### config.mk
export PLATFORM = sky130hd
export DESIGN_NAME = kmeans_iter_ctrl
export DESIGN_NICKNAME = d
export VERILOG_FILES = /design/src/rtl/kmeans_iter_ctrl.sv
export SDC_FILE = /design/constraint.sdc
export NUM_CORES = 1
export LEC_CHECK = 0
export BUFFER_PORTS_ARGS = -buffer_cell sky130_fd_sc_hd__buf_2
export CORE_ASPECT_RATIO = 0.75
export CORE_UTILIZATION = 35
export DETAILED_ROUTE_END_ITERATION = 6
export SLEW_MARGIN = 20
export SYNTH_ARGS = -nofsm -noshare
export SYNTH_HDL_FRONTEND = slang
export SYNTH_SLANG_ARGS = --single-unit
### constraint.sdc
create_clock -name clk -period 2.4 [get_ports clk]
set_input_delay 0.24 -clock clk [delete_from_list [all_inputs] [get_ports clk]]
set_output_delay 0.24 -clock clk [all_outputs]
set_load 0.02 [all_outputs]
### src/rtl/kmeans_iter_ctrl.sv
// Iteration sequencer for the k-means core: streams RAM samples into the datapath once per pass,
// requests a centroid update, and repeats until convergence or MAX_ITER passes, then interrupts.
module kmeans_iter_ctrl #(
    parameter int ADDR_W   = 9,
    parameter int RAM_LAT  = 1,
    parameter int MAX_ITER = 16,
    parameter int ITER_W   = 5
) (
    input  logic              clk,
    input  logic              rst_n,
    input  logic              go,
    input  logic [ADDR_W-1:0] first_addr,
    input  logic [ADDR_W-1:0] last_addr,
    output logic              ram_rd_en,
    output logic [ADDR_W-1:0] ram_addr,
    output logic              dp_clear,
    output logic              dp_point_valid,
    output logic              dp_update,
    input  logic              dp_update_done,
    input  logic              dp_converged,
    output logic              busy,
    output logic              interupt,
    output logic [ITER_W-1:0] iter_count,
    output logic [1:0]        status
);

    localparam logic [2:0] S_IDLE     = 3'd0;
    localparam logic [2:0] S_CLEAR    = 3'd1;
    localparam logic [2:0] S_SCAN     = 3'd2;
    localparam logic [2:0] S_DRAIN    = 3'd3;
    localparam logic [2:0] S_UPDATE   = 3'd4;
    localparam logic [2:0] S_WAIT_UPD = 3'd5;
    localparam logic [2:0] S_DONE     = 3'd6;

    localparam int LAT_W = (RAM_LAT > 1) ? $clog2(RAM_LAT) : 1;

    logic [2:0]        state_q, state_d;
    logic              go_q;
    logic [ADDR_W-1:0] first_q, first_d;
    logic [ADDR_W-1:0] last_q, last_d;
    logic [ADDR_W-1:0] addr_q, addr_d;
    logic [LAT_W-1:0]  drain_q, drain_d;
    logic [ITER_W-1:0] iter_q, iter_d;
    logic [1:0]        status_q, status_d;
    logic [RAM_LAT-1:0] pipe_q;
    logic              start;

    assign start = go & ~go_q & (state_q == S_IDLE);

    always_comb begin
        // NOTE: every next-state signal gets its hold value first so no path through the case infers a latch.
        state_d  = state_q;
        first_d  = first_q;
        last_d   = last_q;
        addr_d   = addr_q;
        drain_d  = drain_q;
        iter_d   = iter_q;
        status_d = status_q;
        case (state_q)
            S_IDLE: begin
                if (start) begin
                    first_d  = first_addr;
                    last_d   = last_addr;
                    iter_d   = '0;
                    status_d = 2'b00;
                    if (first_addr > last_addr) begin
                        status_d = 2'b11;
                        state_d  = S_DONE;
                    end else begin
                        state_d  = S_CLEAR;
                    end
                end
            end
            S_CLEAR: begin
                addr_d  = first_q;
                state_d = S_SCAN;
            end
            S_SCAN: begin
                // Compare before incrementing so a range ending at the top address never wraps.
                if (addr_q == last_q) begin
                    drain_d = LAT_W'(RAM_LAT - 1);
                    state_d = S_DRAIN;
                end else begin
                    addr_d = addr_q + ADDR_W'(1);
                end
            end
            S_DRAIN: begin
                if (drain_q == '0) state_d = S_UPDATE;
                else               drain_d = drain_q - LAT_W'(1);
            end
            S_UPDATE: begin
                iter_d  = iter_q + ITER_W'(1);
                state_d = S_WAIT_UPD;
            end
            S_WAIT_UPD: begin
                if (dp_update_done) begin
                    if (dp_converged) begin
                        status_d = 2'b01;
                        state_d  = S_DONE;
                    end else if (iter_q == ITER_W'(MAX_ITER)) begin
                        status_d = 2'b10;
                        state_d  = S_DONE;
                    end else begin
                        state_d  = S_CLEAR;
                    end
                end
            end
            S_DONE:  state_d = S_IDLE;
            default: state_d = S_IDLE;
        endcase
    end

    // NOTE: state registers use non-blocking assignments so every flop samples pre-edge values.
    always_ff @(posedge clk or negedge rst_n) begin
        if (!rst_n) begin
            state_q  <= S_IDLE;
            go_q     <= 1'b0;
            first_q  <= '0;
            last_q   <= '0;
            addr_q   <= '0;
            drain_q  <= '0;
            iter_q   <= '0;
            status_q <= 2'b00;
        end else begin
            state_q  <= state_d;
            go_q     <= go;
            first_q  <= first_d;
            last_q   <= last_d;
            addr_q   <= addr_d;
            drain_q  <= drain_d;
            iter_q   <= iter_d;
            status_q <= status_d;
        end
    end

    // Point-valid is the read strobe delayed by exactly the RAM latency.
    always_ff @(posedge clk or negedge rst_n) begin
        if (!rst_n) begin
            pipe_q <= '0;
        end else begin
            pipe_q[0] <= ram_rd_en;
            for (int i = 1; i < RAM_LAT; i++) pipe_q[i] <= pipe_q[i-1];
        end
    end

    assign ram_rd_en      = (state_q == S_SCAN);
    assign ram_addr       = addr_q;
    assign dp_clear       = (state_q == S_CLEAR);
    assign dp_point_valid = pipe_q[RAM_LAT-1];
    assign dp_update      = (state_q == S_UPDATE);
    assign busy           = (state_q == S_CLEAR) || (state_q == S_SCAN) || (state_q == S_DRAIN) ||
                            (state_q == S_UPDATE) || (state_q == S_WAIT_UPD);
    assign interupt       = (state_q == S_DONE);
    assign iter_count     = iter_q;
    assign status         = status_q;

endmodule

==> out/results.txt <==
Cell Rows -> 24
Crit-path max FO -> 16
Setup bufs post-CTS -> 0
IO Port Bufs -> 44
Largest net degree at the start of global routing -> 40
Final Wtd Congestion -> 0.824
Clock Tree Buf Depth -> 2
Inserted Clock Buffers -> 5
Mapped Area -> 0.00224 mm²
Cts repair resizes -> 0
Overflow after GRT -> 0
Worst-margin pin slew -> 0.898 ns
Initial antenna violation count -> 0
Sequential share of power -> 41.6%
First-pass GRT wire length -> 8600 µm
Drt wl/cell -> 14.8 µm
Clock sinks -> 39
Int Pwr -> 1800 µW
Syn Area/Cell -> 9.68 µm²
Die Ht -> 71.2 µm
Synth cell types -> 43
Worst vdd ir -> 0.404 mV
Yosys warns -> 0
Vias in the first global route -> 1682
CTS tree -> built
Ports -> 45
Core Area -> 0.00598 mm²
Remaining DRCs -> 0
Clk_lat worst skew -> 0.29 ns
Unrepaired setup endpoints after global routing -> false
Worst-path clk slew -> 0.08 ns
DR vias/cell -> 5.19
P&R area growth vs syn -> 15.7%
H-tree levels -> 2
Setup TNS -> 0 ns
Gr usage total -> 16.8%
Main synth FF type -> dfrtp_1
Leak -> 0.00122 µW
Status -> complete, no violations
Max Cap Viol -> 0
Async S/R FF share, synth -> 100%
Cts hold-fix bufs -> 0
Layout cell share with drive strength beyond 1 -> 27.9%
Combinational share of power -> 45.0%
DPL Wire Length -> 3990 µm
Slew Limit Fails -> 0
Setup crit end kind -> output port
Final Skew -> 0.00442 ns
Initial Utilization -> 37.4%
HP Class -> input pin to asynchronous set/reset pin
Clk pwr share -> 13.4%
Final Setup Violations -> 0
WP data arrival -> 1.72 ns
Setup CP Type -> flop to output port
Post-synth EDFFs -> 0
Fin crit period -> 1.96 ns
Number of synthesized register bits -> 39
Relative slew margins -> 40.2%
Slowest cell on the critical path -> dfrtp_1
Sequential fraction of the synthesis area -> 43.6%
Pwr dens -> 1250 mW/mm²
Syn_nets -> 266
Fin crit share -> 81.8%
Final net count -> 310
Wirelength, routed -> 5250 µm
Switch share -> 44.3%
N_diodes -> 0
Critical path's largest stage delay -> 0.55 ns
Routed Antenna Nets -> 0
Root buffer cell -> clkbuf_8
Switching power -> 1430 µW
Die area -> 0.00672 mm²
Via Count -> 1838
Crit-path cells -> nor2_1 -> nand2_1 -> inv_1 -> buf_2
Die X -> 94.3 µm
Type of origin of the critical path -> flop
Mapped Cells -> 231
Min Hold Slack -> 0.0696 ns
Max Fclk -> 0.509 GHz
Starting DRT DRC Count -> 103
CP required -> 2.16 ns
Final hold vios -> 0
TritonRoute pass-1 iters -> 4
[state kept, by name, summed over array words and instances, names as in the netlist]
| name | count |
|---|---|
| dp_point_valid | 1 |
| first_q | 9 |
| go_q | 1 |
| iter_count | 5 |
| last_q | 9 |
| ram_addr | 9 |
| state_q | 3 |
| status | 2 |
[power by group through the flow]
stage | clock [µW] | combinational, µW | sequential, µW
6_report | 433 | 1450 | 1340
5_1_grt | 468 | 1610 | 1400
4_1_cts | 442 | 1460 | 1340
3_5_place_dp | 0 | 1450 | 1350
3_3_place_gp | 0 | 1450 | 1340
2_1_floorplan | 0 | 1030 | 1330
[stage by stage]
step	setup slack (ns)	cells	cell area (µm²)	total power, µW	utilization (%)
finish	0.437	354	2590	3230	43.3
detailed placement	0.609	346	2510	2810	41.9
floorplan	0.730	231	2240	2360	-
CTS	0.457	354	2590	3240	43.3
global route	0.294	354	2590	3480	43.3
global placement	0.590	346	2510	2790	41.9
[cell type report]
type	count	area (µm²)
inverter	17	63.8
sequential	39	976
multi-input combinational	166	1130
fill	590	3390
clock buffer	7	76.3
clock inverter	1	5.00
tap	78	97.6
timing repair buffer	46	235
[cell families (layout without fill, tap and decap cells)]
logic type                 after synthesis  in the layout  synth area share (%)
xor gates and xnor gates                10             10                  3.92
adders and majority gates               12             12                  6.71
buffers and inverters                   26             71                  5.65
DFF                                     39             39                  43.6
and+or+nand+nor                         77             77                  16.7
AOI/OAI and AO/OA                       48             48                  13.8
muxes                                   19             19                  9.51
[critical path, delay by kind of cell (launching register included)]
family | cells | cell delay (ns)
DFF | 1 | 0.55
buffers and inverters | 2 | 0.41
and+or+nand+nor | 2 | 0.47
[cells in the final DEF (no fill, tap or decap), types with 2 or more instances in the layout]
cell,instances
buf_2,44
dfrtp_1,39
nand2_1,24
nor2_1,19
mux2_2,18
inv_1,17
ha_1,12
a21oi_1,11
o21ai_0,10
nand3_1,9
xor2_1,8
o22ai_1,5
or3_1,5
a31oi_1,5
clkbuf_8,5
nand4_1,4
nor2b_1,3
o211ai_1,3
and3_1,2
o221ai_1,2
and4_1,2
a31o_2,2
xnor2_1,2
nor3_1,2
o311ai_0,2
clkbuf_1,2
buf_4,2
[Yosys cell counts, types with 3 or more instances]
cell      number  area share (%)
xor2_1         8             3.1
inv_1         17             2.9
dfrtp_1       39              44
buf_6          3             1.5
o21ai_0       10             2.2
ha_1          12             6.7
nand2_1       24             4.0
nand4_1        4             1.1
clkbuf_1       3            0.50
o211ai_1       3             1.0
nor2b_1        3            0.84
a31oi_1        5             1.4
or3_1          5             1.4
mux2_2        18             9.1
nand3_1        9             2.0
nor2_1        19             3.2
a21oi_1       11             2.5
o22ai_1        5             1.4
[worst paths after layout]
kind | startpoint | endpoint | slack [ns] | depth (start not counted)
min in group clk | go | go_q | 0.07 | 1
min reg2reg | iter_count[4] | iter_count[4] | 0.51 | 1
min | rst_n | iter_count[0] | 0.07 | 1
max in group asynchronous | rst_n | ram_addr[3] | 1.76 | 1
max reg2reg | state_q[1] | iter_count[2] | 0.58 | 6
max | state_q[1] | dp_update | 0.44 | 4
[metal layers]
| layer | up-vias | global-route usage [%] | wire length [µm] | share of wire [%] |
|---|---|---|---|---|
| met5 | - | 0 | 0 | 0 |
| met4 | 0 | 5.13 | 34 | 0.65 |
| met3 | 2 | 2.87 | 288 | 5.5 |
| met2 | 53 | 21.4 | 2110 | 40 |
| met1 | 867 | 28.2 | 2820 | 54 |
| li1 | 916 | - | - | - |
No activity file was read; power rests on OpenSTA's default activity.
